$ cat config.mk
export PLATFORM = sky130hd
export DESIGN_NAME = pipe_stage_reg
export DESIGN_NICKNAME = d
export VERILOG_FILES = /design/src/rtl/pipe_stage_reg_pkg.sv /design/src/rtl/pipe_sat_counter.sv /design/src/rtl/pipe_stage_reg.sv
export SDC_FILE = /design/constraint.sdc
export NUM_CORES = 1
export LEC_CHECK = 0
export ABC_AREA = 1
export BUFFER_PORTS_ARGS = -buffer_cell sky130_fd_sc_hd__buf_2
export CAP_MARGIN = 20
export CORE_MARGIN = 3
export CORE_UTILIZATION = 45
export CTS_BUF_LIST = sky130_fd_sc_hd__clkbuf_2
export DETAILED_ROUTE_END_ITERATION = 8
export PLACE_DENSITY = 0.86
export SETUP_SLACK_MARGIN = 0.3
export SLEW_MARGIN = 10
export SYNTH_ARGS = -nofsm -noshare
export SYNTH_HDL_FRONTEND = slang
export SYNTH_SLANG_ARGS = --single-unit
$ cat constraint.sdc
create_clock -name clk -period 1.8 [get_ports clk]
set_input_delay 0.36 -clock clk [delete_from_list [all_inputs] [get_ports clk]]
set_output_delay 0.36 -clock clk [all_outputs]
set_load 0.01 [all_outputs]
$ cat src/rtl/pipe_stage_reg_pkg.sv
// Shared pipeline definitions: default stage widths, the NOP control word
// and the stall-counter width.
package pipe_stage_reg_pkg;

  localparam int CTRL_W_DEF  = 13;
  localparam int DATA_W_DEF  = 16;
  localparam int NUM_SRC_DEF = 2;
  localparam int ADDR_W_DEF  = 3;
  localparam int NUM_DST_DEF = 2;
  localparam int FUNC_W_DEF  = 4;

  localparam int STALL_W = 16;

  // All-zero control bundle presented downstream as a bubble.
  localparam logic [CTRL_W_DEF-1:0] CTRL_NOP = '0;

  localparam logic [STALL_W-1:0] STALL_MAX = '1;

endpackage

$ cat src/rtl/pipe_sat_counter.sv
// Saturating up-counter with enable; sticks at all-ones.
module pipe_sat_counter
  import pipe_stage_reg_pkg::*;
#(
  parameter int W = STALL_W
) (
  input  logic         clk,
  input  logic         rst_n,
  input  logic         en,
  output logic [W-1:0] count
);

  // Count enabled cycles, holding at the maximum once reached.
  always_ff @(posedge clk or negedge rst_n) begin
    if (!rst_n) begin
      count <= '0;
    end else if (en && (count != {W{1'b1}})) begin
      count <= count + 1'b1;
    end
  end

endmodule

$ cat src/rtl/pipe_stage_reg.sv
// Single pipeline register stage with valid/ready handshake, flush and a
// back-pressure counter. Defining PIPE_STAGE_SKID_EN adds a skid entry so
// in_ready comes from a register instead of out_ready.
module pipe_stage_reg
  import pipe_stage_reg_pkg::*;
#(
  parameter int CTRL_W  = CTRL_W_DEF,
  parameter int DATA_W  = DATA_W_DEF,
  parameter int NUM_SRC = NUM_SRC_DEF,
  parameter int ADDR_W  = ADDR_W_DEF,
  parameter int NUM_DST = NUM_DST_DEF,
  parameter int FUNC_W  = FUNC_W_DEF
) (
  input  logic                      clk,
  input  logic                      rst_n,
  input  logic                      flush,
  input  logic                      in_valid,
  output logic                      in_ready,
  input  logic [CTRL_W-1:0]         in_ctrl,
  input  logic [NUM_SRC*DATA_W-1:0] in_data,
  input  logic [NUM_DST*ADDR_W-1:0] in_waddr,
  input  logic [FUNC_W-1:0]         in_func,
  output logic                      out_valid,
  input  logic                      out_ready,
  output logic [CTRL_W-1:0]         out_ctrl,
  output logic [NUM_SRC*DATA_W-1:0] out_data,
  output logic [NUM_DST*ADDR_W-1:0] out_waddr,
  output logic [FUNC_W-1:0]         out_func,
  output logic [STALL_W-1:0]        stall_cnt
);

  localparam logic [CTRL_W-1:0] NOP = CTRL_W'(CTRL_NOP);

  logic in_xfer;
  logic out_xfer;

  assign in_xfer  = in_valid && in_ready;
  assign out_xfer = out_valid && out_ready;

`ifdef PIPE_STAGE_SKID_EN
  logic                      skid_valid;
  logic [CTRL_W-1:0]         skid_ctrl;
  logic [NUM_SRC*DATA_W-1:0] skid_data;
  logic [NUM_DST*ADDR_W-1:0] skid_waddr;
  logic [FUNC_W-1:0]         skid_func;

  // Ready depends only on skid occupancy (a register) and flush.
  assign in_ready = !skid_valid && !flush;

  // Output refills from the skid entry first so ordering is preserved;
  // an input arriving while the output is stalled parks in the skid entry.
  always_ff @(posedge clk or negedge rst_n) begin
    if (!rst_n) begin
      out_valid  <= 1'b0;
      out_ctrl   <= NOP;
      out_data   <= '0;
      out_waddr  <= '0;
      out_func   <= '0;
      skid_valid <= 1'b0;
      skid_ctrl  <= NOP;
      skid_data  <= '0;
      skid_waddr <= '0;
      skid_func  <= '0;
    end else if (flush) begin
      out_valid  <= 1'b0;
      out_ctrl   <= NOP;
      skid_valid <= 1'b0;
    end else if (!out_valid || out_xfer) begin
      if (skid_valid) begin
        out_valid  <= 1'b1;
        out_ctrl   <= skid_ctrl;
        out_data   <= skid_data;
        out_waddr  <= skid_waddr;
        out_func   <= skid_func;
        skid_valid <= 1'b0;
      end else if (in_xfer) begin
        out_valid <= 1'b1;
        out_ctrl  <= in_ctrl;
        out_data  <= in_data;
        out_waddr <= in_waddr;
        out_func  <= in_func;
      end else begin
        out_valid <= 1'b0;
        out_ctrl  <= NOP;
      end
    end else if (in_xfer) begin
      skid_valid <= 1'b1;
      skid_ctrl  <= in_ctrl;
      skid_data  <= in_data;
      skid_waddr <= in_waddr;
      skid_func  <= in_func;
    end
  end
`else
  // Ready passes straight through from downstream when a slot will free up.
  assign in_ready = !flush && (!out_valid || out_ready);

  // Load on input transfer; drop to a NOP bubble when the entry leaves.
  // Data, address and function fields hold while no entry is present.
  always_ff @(posedge clk or negedge rst_n) begin
    if (!rst_n) begin
      out_valid <= 1'b0;
      out_ctrl  <= NOP;
      out_data  <= '0;
      out_waddr <= '0;
      out_func  <= '0;
    end else if (flush) begin
      out_valid <= 1'b0;
      out_ctrl  <= NOP;
    end else if (in_xfer) begin
      out_valid <= 1'b1;
      out_ctrl  <= in_ctrl;
      out_data  <= in_data;
      out_waddr <= in_waddr;
      out_func  <= in_func;
    end else if (out_xfer) begin
      out_valid <= 1'b0;
      out_ctrl  <= NOP;
    end
  end
`endif

  logic stall_en;
  assign stall_en = out_valid && !out_ready;

  pipe_sat_counter #(
    .W(STALL_W)
  ) u_stall_cnt (
    .clk  (clk),
    .rst_n(rst_n),
    .en   (stall_en),
    .count(stall_cnt)
  );

endmodule

# == Word-level counts from Yosys, hierarchy flattened ==
# Cells that the tools add are included.
# op_classes
n_eq_ne,1
muxes,6
addsub,1
n_bitwise,1
n_reduce_logical,11
# op_table
op,n
$mux 13,3
$add 16x1->16 const B,1
$ne 16x16->1 const B,1
$logic_and 1x1->1,5
$logic_not 1->1,3
$mux 1,3
$reduce_bool 3->1,1
$reduce_and 2->1,1
$logic_or 1x1->1,1
$not 1->1,1
# totals
wordCells,26
output_inout_bits,73
in_bits,60
regBits,72

# == Depth between registers and ports, before layout ==
# Gate-level depths: netlist (run 1).
# logic_depth
depth_word,6
mapped_depth,9
mapped_depth_nobuf,9

# == Modules after synthesis ==
# From an unflattened synthesis (run 1), not the netlist that was laid out.
# hier_totals
hier_cells,405
area_unflattened_um2,3452.1
# by_module_without_submodules
module,cells_each,area_per_inst_um2,instances,seq_area_each_um2
pipe_stage_reg,256,2393.5,1,1401.3
pipe_sat_counter,149,1058.5,1,400.4

# == Worst setup path after synthesis (run 1) ==
# No wires, ideal clock.
# synth_path
kind,reg-to-reg
from,register u_stall_cnt.count[0]
to,register u_stall_cnt.count[10]
required_ns,1.684
synth_period_minus_slack_ns,1.448
t_arrival_ns,1.331
setup_ns,0.116
stages_incl_launch_ff,10
path_slack_ns,0.352
n_path_buf,1
path_cell_list,dfrtp_1 ha_1 inv_1 nor2_4 nand2_4 nor2_1 nor2_1 buf_6 nand2_1 nand2_1
# synth_via
elab_chain_cells,2
word_cells_on_any_way,3
cone_classes,add/sub: 1; eq/ne: 1; reduce/logical: 1
# synth_lines
element,line_no,text
start: declaration,pipe_sat_counter.sv:10,output logic [W-1:0] count
start signal: assignment,pipe_sat_counter.sv:18,count <= count + 1'b1;
branches (longest 2 deep; another with $add 16x1->16),n/a,
# Parallel ways; which one is timed is not known.
# A chain may end at the register's enable or synchronous reset.

# == Worst setup path in the final report (run 1) ==
# layout_path
from,register out_valid
to,output port in_ready
# layout_via
elab_chain_cells,3
# layout_lines
element,line_no,text
start: declaration,pipe_stage_reg.sv:23,"output logic out_valid,"
start signal: assignment,pipe_stage_reg.sv:102,out_valid <= 1'b0;
start signal: assignment,pipe_stage_reg.sv:108,out_valid <= 1'b0;
start signal: assignment,pipe_stage_reg.sv:111,out_valid <= 1'b1;
$logic_not 1->1,pipe_stage_reg.sv:96,assign in_ready = !flush && (!out_valid || out_ready);
$logic_or 1x1->1,pipe_stage_reg.sv:96,
$logic_and 1x1->1,pipe_stage_reg.sv:96,
end: declaration,pipe_stage_reg.sv:18,"output logic in_ready,"
# Every way passes these cells.

==> qor.yml, run 1 <==
status: "finished, final reports clean"
ctsLongestPathBuffers: 2
synth_area_leader_cell: "dfrtp_1"
ant_nets: 0
skew_ps: 52.7
critPathKind: "register to primary output"
pwr-share-comb: 0.288
clock-root-buffer: "clkbuf_2"
synth_area_per_cell_um2: 8.09
dp.cells: 622
grt_pass1_wl_um: 15400
wire_per_inst_um: 17.1
min_period_over_period: 0.938
netSwitchingFraction: 0.327
drt-vias-per-instance: 5.41
grt_max_degree: 45
vdd_ir_drop_max_uv: 563
endpoint_kind: "primary output"
synthTopCellsByArea: "dfrtp_1, nand2_1, nand3_1"
seqPwrFrac: 0.456
num_vias: 3841
drive_above_1_share: 0.450
max_stage_delay_ps: 450
numPortBuffers: 132
critPathLaunch: "out_valid"
layout_common_cells: "nand2_1, buf_2, nand3_1, dfrtp_1, buf_4"
syn_inst: 407
grtUsageTotal: 0.229
p_sw_mw: 1.40
r2r-start: "out_valid"
drtIter0Drc: 309
diodes: 0
die_w_um: 91.5
cap_violations: 0
netlist_area_um2: 3290
final_cells: 710
hold_violations: 0
gr-total-overflow: 0
gp_congestion: 0.871
powerDensity_nw_per_um2: 825
die-area_um2: 8380
postLayoutSetupSlackWorst_ps: 112
io_pins: 133
cp_slowest_cell: "dfrtp_1"
antenna_found_initial: 0
worstPathMaxFanout: 2
post-place-ws_ps: 18.2
crit_arrival_ps: 1330
ys_ff_latch: 72
fmax_mhz: 592
min_from: "in_data[31]"
num_rows: 30
synth_fp_nets: 468
relSlewSlack: 0.717
first_pass_iters: 8
final_max_slew_viol_count: 0
start_util: 0.474
seq_area_frac_synth: 0.548
setup_viol: 0
netlist.area_leader.share: 0.548
clock_sinks: 72
grt_pass1_vias: 3279
ys_warn_count: 0
fin_nets: 670
clk_latency_ps: 530
synth_cell_types: 19
layout_commonest_cell: "nand2_1"
cts_buffers: 9
rsz0062_at_grt: "true"
start_kind: "register"
die_h_um: 91.5
area_growth_pct: 57.9
core_area_um2: 6940
tightest_slew_ps: 424
cts_tree: "yes"
path_clk_slew_ps: 260
fin_crit_ps: 1690
p_int_mw: 2.89
power_frac_clock: 0.257
routed_wl_um: 12100
leakagePower_nw: 2.90
cp_cell_sequence: "nand2_2, inv_4, nor2_4, buf_6"
hold_path_class: "input pin to register"
required_ps: 1440
htree_levels: 3
dp_hpwl_um: 6330
drc: 0
-- power groups by stage --
| stage | sequential, mW | clock [mW] | combinational, mW |
|---|---|---|---|
| 3_3_place_gp | 1.96 | 0 | 0.739 |
| 2_1_floorplan | 2.05 | 0 | 0.294 |
| 5_1_grt | 1.97 | 1.21 | 1.32 |
| 6_report | 1.95 | 1.10 | 1.23 |
| 3_5_place_dp | 1.97 | 0 | 0.768 |
| 4_1_cts | 1.93 | 1.10 | 0.867 |
-- state kept, by name (all words and copies together) (netlist names) --
name / cells
out_data: 32
u_stall_cnt.count: 16
out_ctrl: 13
out_waddr: 6
out_func: 4
out_valid: 1
-- cells in the mapped netlist --
| cell | n |
|---|---|
| buf_2 | 6 |
| buf_4 | 1 |
| buf_6 | 6 |
| clkbuf_1 | 7 |
| dfrtp_1 | 72 |
| ha_1 | 1 |
| inv_1 | 19 |
| nand2_1 | 179 |
| nand2_2 | 1 |
| nand2_4 | 1 |
| nand3_1 | 78 |
| nand3b_1 | 2 |
| nand4_1 | 4 |
| nor2_1 | 22 |
| nor2_4 | 2 |
| o21ai_0 | 1 |
| o21ai_2 | 1 |
| xnor2_1 | 1 |
| xor2_1 | 3 |
-- per-layer routing --
layer | up-vias | part of all wire | global-route usage
met1 | 1837 | 0.38 | 0.290
met2 | 247 | 0.49 | 0.368
li1 | 1699 | - | -
met5 | - | 0 | 0
met4 | 0 | 0.048 | 0.126
met3 | 58 | 0.084 | 0.0423
-- stage by stage --
stage,hold WS (ps),area [µm²],power (mW),setup TNS (ps),util
floorplan,64.4,3290,2.35,0,-
global placement,311,4030,2.70,0,0.580
detailed placement,317,4030,2.74,0,0.580
CTS,16.0,4420,3.89,0,0.637
global route,-63.7,5200,4.50,-23.4,0.748
finish,25.3,5200,4.29,0,0.748
-- final cells by class --
class	instances	area [µm²]
timing repair buffer	210	1570
inverter	19	76.3
sequential	72	1810
clock buffer	10	50.0
fill	462	1750
tap	96	120
clock inverter	6	92.6
multi-input combinational	297	1480
-- kinds of logic after synthesis --
kind of cell	count (synthesis)	share of synthesized area
AOI/OAI and AO/OA	2	0.00418
adders and majority gates	1	0.00380
buffers and inverters	39	0.0616
DFF	72	0.548
xor gates and xnor gates	4	0.0106
and+or+nand+nor	289	0.372
-- what timing repair did --
action	in CTS	in global routing
buffers inserted	25	32
pin swaps	5	45
hold endpoints to repair	28	0
cloned	0	14
setup endpoints to repair	51	99
hold buffers	1	0
resized for setup	15	75
-- critical path: cells and delay by family (launching register included) --
kind / cells / cell delay (ps)
flip-flops: 1 / 450
AND/OR/NAND/NOR: 2 / 230
buffers and inverters: 2 / 160
-- path summary, 6_finish.rpt --
| kind | slack, ps | endpoint | cells past startpoint |
|---|---|---|---|
| max | 110 | in_ready | 4 |
| min | 30 | out_data[31] | 3 |
| max reg2reg | 240 | out_waddr[4] | 10 |
| min reg2reg | 490 | out_data[22] | 2 |
| max in group asynchronous | 940 | out_waddr[4] | 3 |
| min in group asynchronous | 250 | out_data[29] | 2 |
No activity file was read; power rests on OpenSTA's default activity.
==> run 2: changes to the inputs <==
--- a/config.mk
+++ b/config.mk
@@ -5,14 +5,13 @@
 export SDC_FILE = /design/constraint.sdc
 export NUM_CORES = 1
 export LEC_CHECK = 0
-export ABC_AREA = 1
 export BUFFER_PORTS_ARGS = -buffer_cell sky130_fd_sc_hd__buf_2
 export CAP_MARGIN = 20
 export CORE_MARGIN = 3
-export CORE_UTILIZATION = 45
+export CORE_UTILIZATION = 25
 export CTS_BUF_LIST = sky130_fd_sc_hd__clkbuf_2
 export DETAILED_ROUTE_END_ITERATION = 8
-export PLACE_DENSITY = 0.86
+export PLACE_DENSITY = 0.59
 export SETUP_SLACK_MARGIN = 0.3
 export SLEW_MARGIN = 10
 export SYNTH_ARGS = -nofsm -noshare
==> run 2 against run 1 <==
Global-route usage shrank 9.6 points. Register-to-register slack lost 98 ps. Setup slack gained 31 ps. Sequential power grew 5%. Count of clock-buffer cells in the layout shrank 1. Synthesized cell count shrank 52%.
==> qor.yml, run 2 <==
cts_buffers: 9  # unchanged
clk_latency_ps: 490  # -40 ps
design_area_um2: 5280  # +1.5%
synth_common_cells: "dfrtp_1, mux2_2, a22o_1, xor2_1, nor2_1"
dp_hpwl_um: 5200  # -18%
path_clk_slew_ps: 210  # -50 ps
diodes: 0  # unchanged
cp_slowest_cell: "or4_4"
hold_violations: 0  # unchanged
postLayoutSetupSlackWorst_ps: 142  # +30.7 ps
netlist_area_um2: 2860  # -13%
fin_nets: 489  # -27%
cp_cell_sequence: "buf_6, nand3_2, or4_4, nor3b_4, xor2_1"
fill_cells: 965  # +110%
gr-total-overflow: 0  # unchanged
synth.most_common_cell: "dfrtp_1"
cp_top_family: "simple AND/OR/NAND/NOR gates"
gp_congestion: 0.817  # -6.3%
synth_area_leader_cell: "dfrtp_1"
tightest_slew_ps: 437  # +13.6 ps
htree_levels: 3  # unchanged
grt_max_degree: 42  # -6.7%
num_vias: 2454  # -36%
setup_viol: 0  # unchanged
reg_top3: "out_data x32, u_stall_cnt.count x16, out_ctrl x13"
status: "finished, final reports clean"
grt_pass1_wl_um: 13300  # -13%
drc: 0  # unchanged
numPortBuffers: 132  # unchanged
clock-root-buffer: "clkbuf_2"
num_rows: 38  # +27%
worstPathMaxFanout: 5  # +3
tns_ps: 0  # unchanged
io_pins: 133  # unchanged
async_flop_share: 1.00  # unchanged
wire_per_inst_um: 14.7  # -14%
required_ps: 2250  # +810 ps
p_int_mw: 3.42  # +18%
die-area_um2: 12800  # +53%
power_mw: 4.76  # +11%
max_stage_delay_ps: 590  # +140 ps
synthTopCellsByArea: "dfrtp_1, mux2_2, a22o_1"
largest_reg_flops: 32  # unchanged
cts_tree: "yes"
ys_warn_count: 0  # unchanged
antenna_found_initial: 0  # unchanged
grtUsageTotal: 0.133  # -0.0962
hold_path_class: "input pin to register"
fin_crit_ps: 1660  # -30.7 ps
crit_arrival_ps: 2110  # +780 ps
routed_wl_um: 8410  # -31%
seq_area_frac_synth: 0.629  # +0.0816
drt-vias-per-instance: 4.28  # -21%
layout_common_cells: "buf_2, dfrtp_1, buf_4, mux2_4, buf_6"
area_growth_pct: 84.2
layout_commonest_cell: "buf_2"
netSwitchingFraction: 0.281  # -0.0453
final_cells: 573  # -19%
leakagePower_nw: 2.71  # -6.7%
cap_violations: 0  # unchanged
grt_pass1_vias: 2609  # -20%
relSlewSlack: 0.709  # -0.00878
synth_edf_count: 0  # unchanged
power_frac_clock: 0.244  # -0.013
rsz0062_at_grt: "true"
synth_ff_type: "dfrtp_1"
die_w_um: 113  # +24%
synth_cell_types: 30  # +11
fmax_mhz: 603  # +1.9%
drive_above_1_share: 0.714  # +0.264
die_h_um: 113  # +24%
start_kind: "register"
pwr-share-comb: 0.328  # +0.040
synth_area_per_cell_um2: 14.5  # +80%
netlist.area_leader.share: 0.629  # +0.0816
syn_inst: 197  # -52%
powerDensity_nw_per_um2: 902  # +9.3%
ctsLongestPathBuffers: 2  # unchanged
crit_buf_inv: 1  # -1
first_pass_iters: 4  # -4
dp.cells: 475  # -24%
p_sw_mw: 1.34  # -4.5%
post-place-ws_ps: 78.8  # +60.6 ps
seqPwrFrac: 0.428  # -0.028
top_register: "out_data"
critPathKind: "register to register"
skew_ps: 27.1  # -25.6 ps
clock_sinks: 72  # unchanged
vdd_ir_drop_max_uv: 587  # +4.2%
synth_fp_nets: 258  # -45%
placed_area_um2: 4010  # -0.43%
ys_ff_latch: 72  # unchanged
endpoint_kind: "register"
core_area_um2: 11000  # +59%
drtIter0Drc: 74  # -76%
start_util: 0.260  # -0.214
min_period_over_period: 0.921  # -0.0171
ant_nets: 0  # unchanged
final_max_slew_viol_count: 0  # unchanged
## run 2: cell count changes in the layout (fill, tap and decap cells not counted), moves of 6 or more
cell	change
xor2_1	+10
a22o_1	+13
nand2_4	-6
mux2_4	+43
nand2_2	-18
nand3_1	-75
inv_1	-14
clkbuf_16	-6
dlygate4sd3_1	+10
nor2_4	-6
nand2_1	-152
## run 2: cell families (layout without fill, tap and decap cells)
family / Yosys count / count (layout) / share of synthesized area
DFF: 72 / 72 / 0.629
muxes: 43 / 43 / 0.170
and+or+nand+nor: 43 / 43 / 0.0952
xor gates and xnor gates: 15 / 15 / 0.0459
AOI/OAI and AO/OA: 13 / 13 / 0.0398
buffers and inverters: 10 / 246 / 0.0153
adders and majority gates: 1 / 1 / 0.00437
## run 2: final cells by class
cell class	count	area, µm²	share of cell area
clock buffers	9	45.0	0.00854
clock inverters	7	110	0.0209
inverters	2	7.51	0.00142
multi-input cells	115	1380	0.261
flip-flops and latches	72	1810	0.343
well taps	140	175	0.0332
repair buffers	228	1750	0.332
## run 2: path summary, 6_finish.rpt
| path | start | depth (start not counted) | end | slack [ps] |
|---|---|---|---|---|
| worst min register to register | out_ctrl[5] | 1 | out_ctrl[5] | 520 |
| worst max register to register | u_stall_cnt.count[0] | 5 | u_stall_cnt.count[11] | 140 |
| worst max-delay path | u_stall_cnt.count[0] | 5 | u_stall_cnt.count[11] | 140 |
| min in group asynchronous | rst_n | 2 | u_stall_cnt.count[13] | 330 |
| worst min-delay path | in_ctrl[8] | 2 | out_ctrl[8] | 80 |
| max in group asynchronous | rst_n | 3 | out_waddr[3] | 890 |
## run 2: metrics by stage
step           hold WS, ps  utilization
5_1_grt             0.0199        0.478
3_5_place_dp           336        0.364
6_report              75.7        0.478
4_1_cts              0.149        0.443
3_3_place_gp           334        0.364
2_1_floorplan         64.4            -
## run 2: power groups by stage
stage	Clock, mW	Sequential, mW	Combinational (mW)
6_report	1.16	2.04	1.56
5_1_grt	1.28	2.07	1.68
4_1_cts	1.21	2.03	1.35
3_5_place_dp	0	2.08	0.962
3_3_place_gp	0	2.07	0.958
2_1_floorplan	0	2.18	0.427
## run 2: timing repair
action | CTS | global route
gates cloned | 4 | 1
hold buffers | 6 | 5
pin swaps | 10 | 13
endpoints found under the hold margin | 36 | 5
resized for setup | 47 | 27
setup buffers | 41 | 25
endpoints found under the setup margin | 79 | 120
## run 2: per-layer routing
metal | up-vias | part of all wire | GRT usage
met5 | - | 0 | 0
met4 | 0 | 0.014 | 0.0441
met3 | 12 | 0.055 | 0.0353
met2 | 79 | 0.52 | 0.224
met1 | 1198 | 0.41 | 0.165
li1 | 1165 | - | -
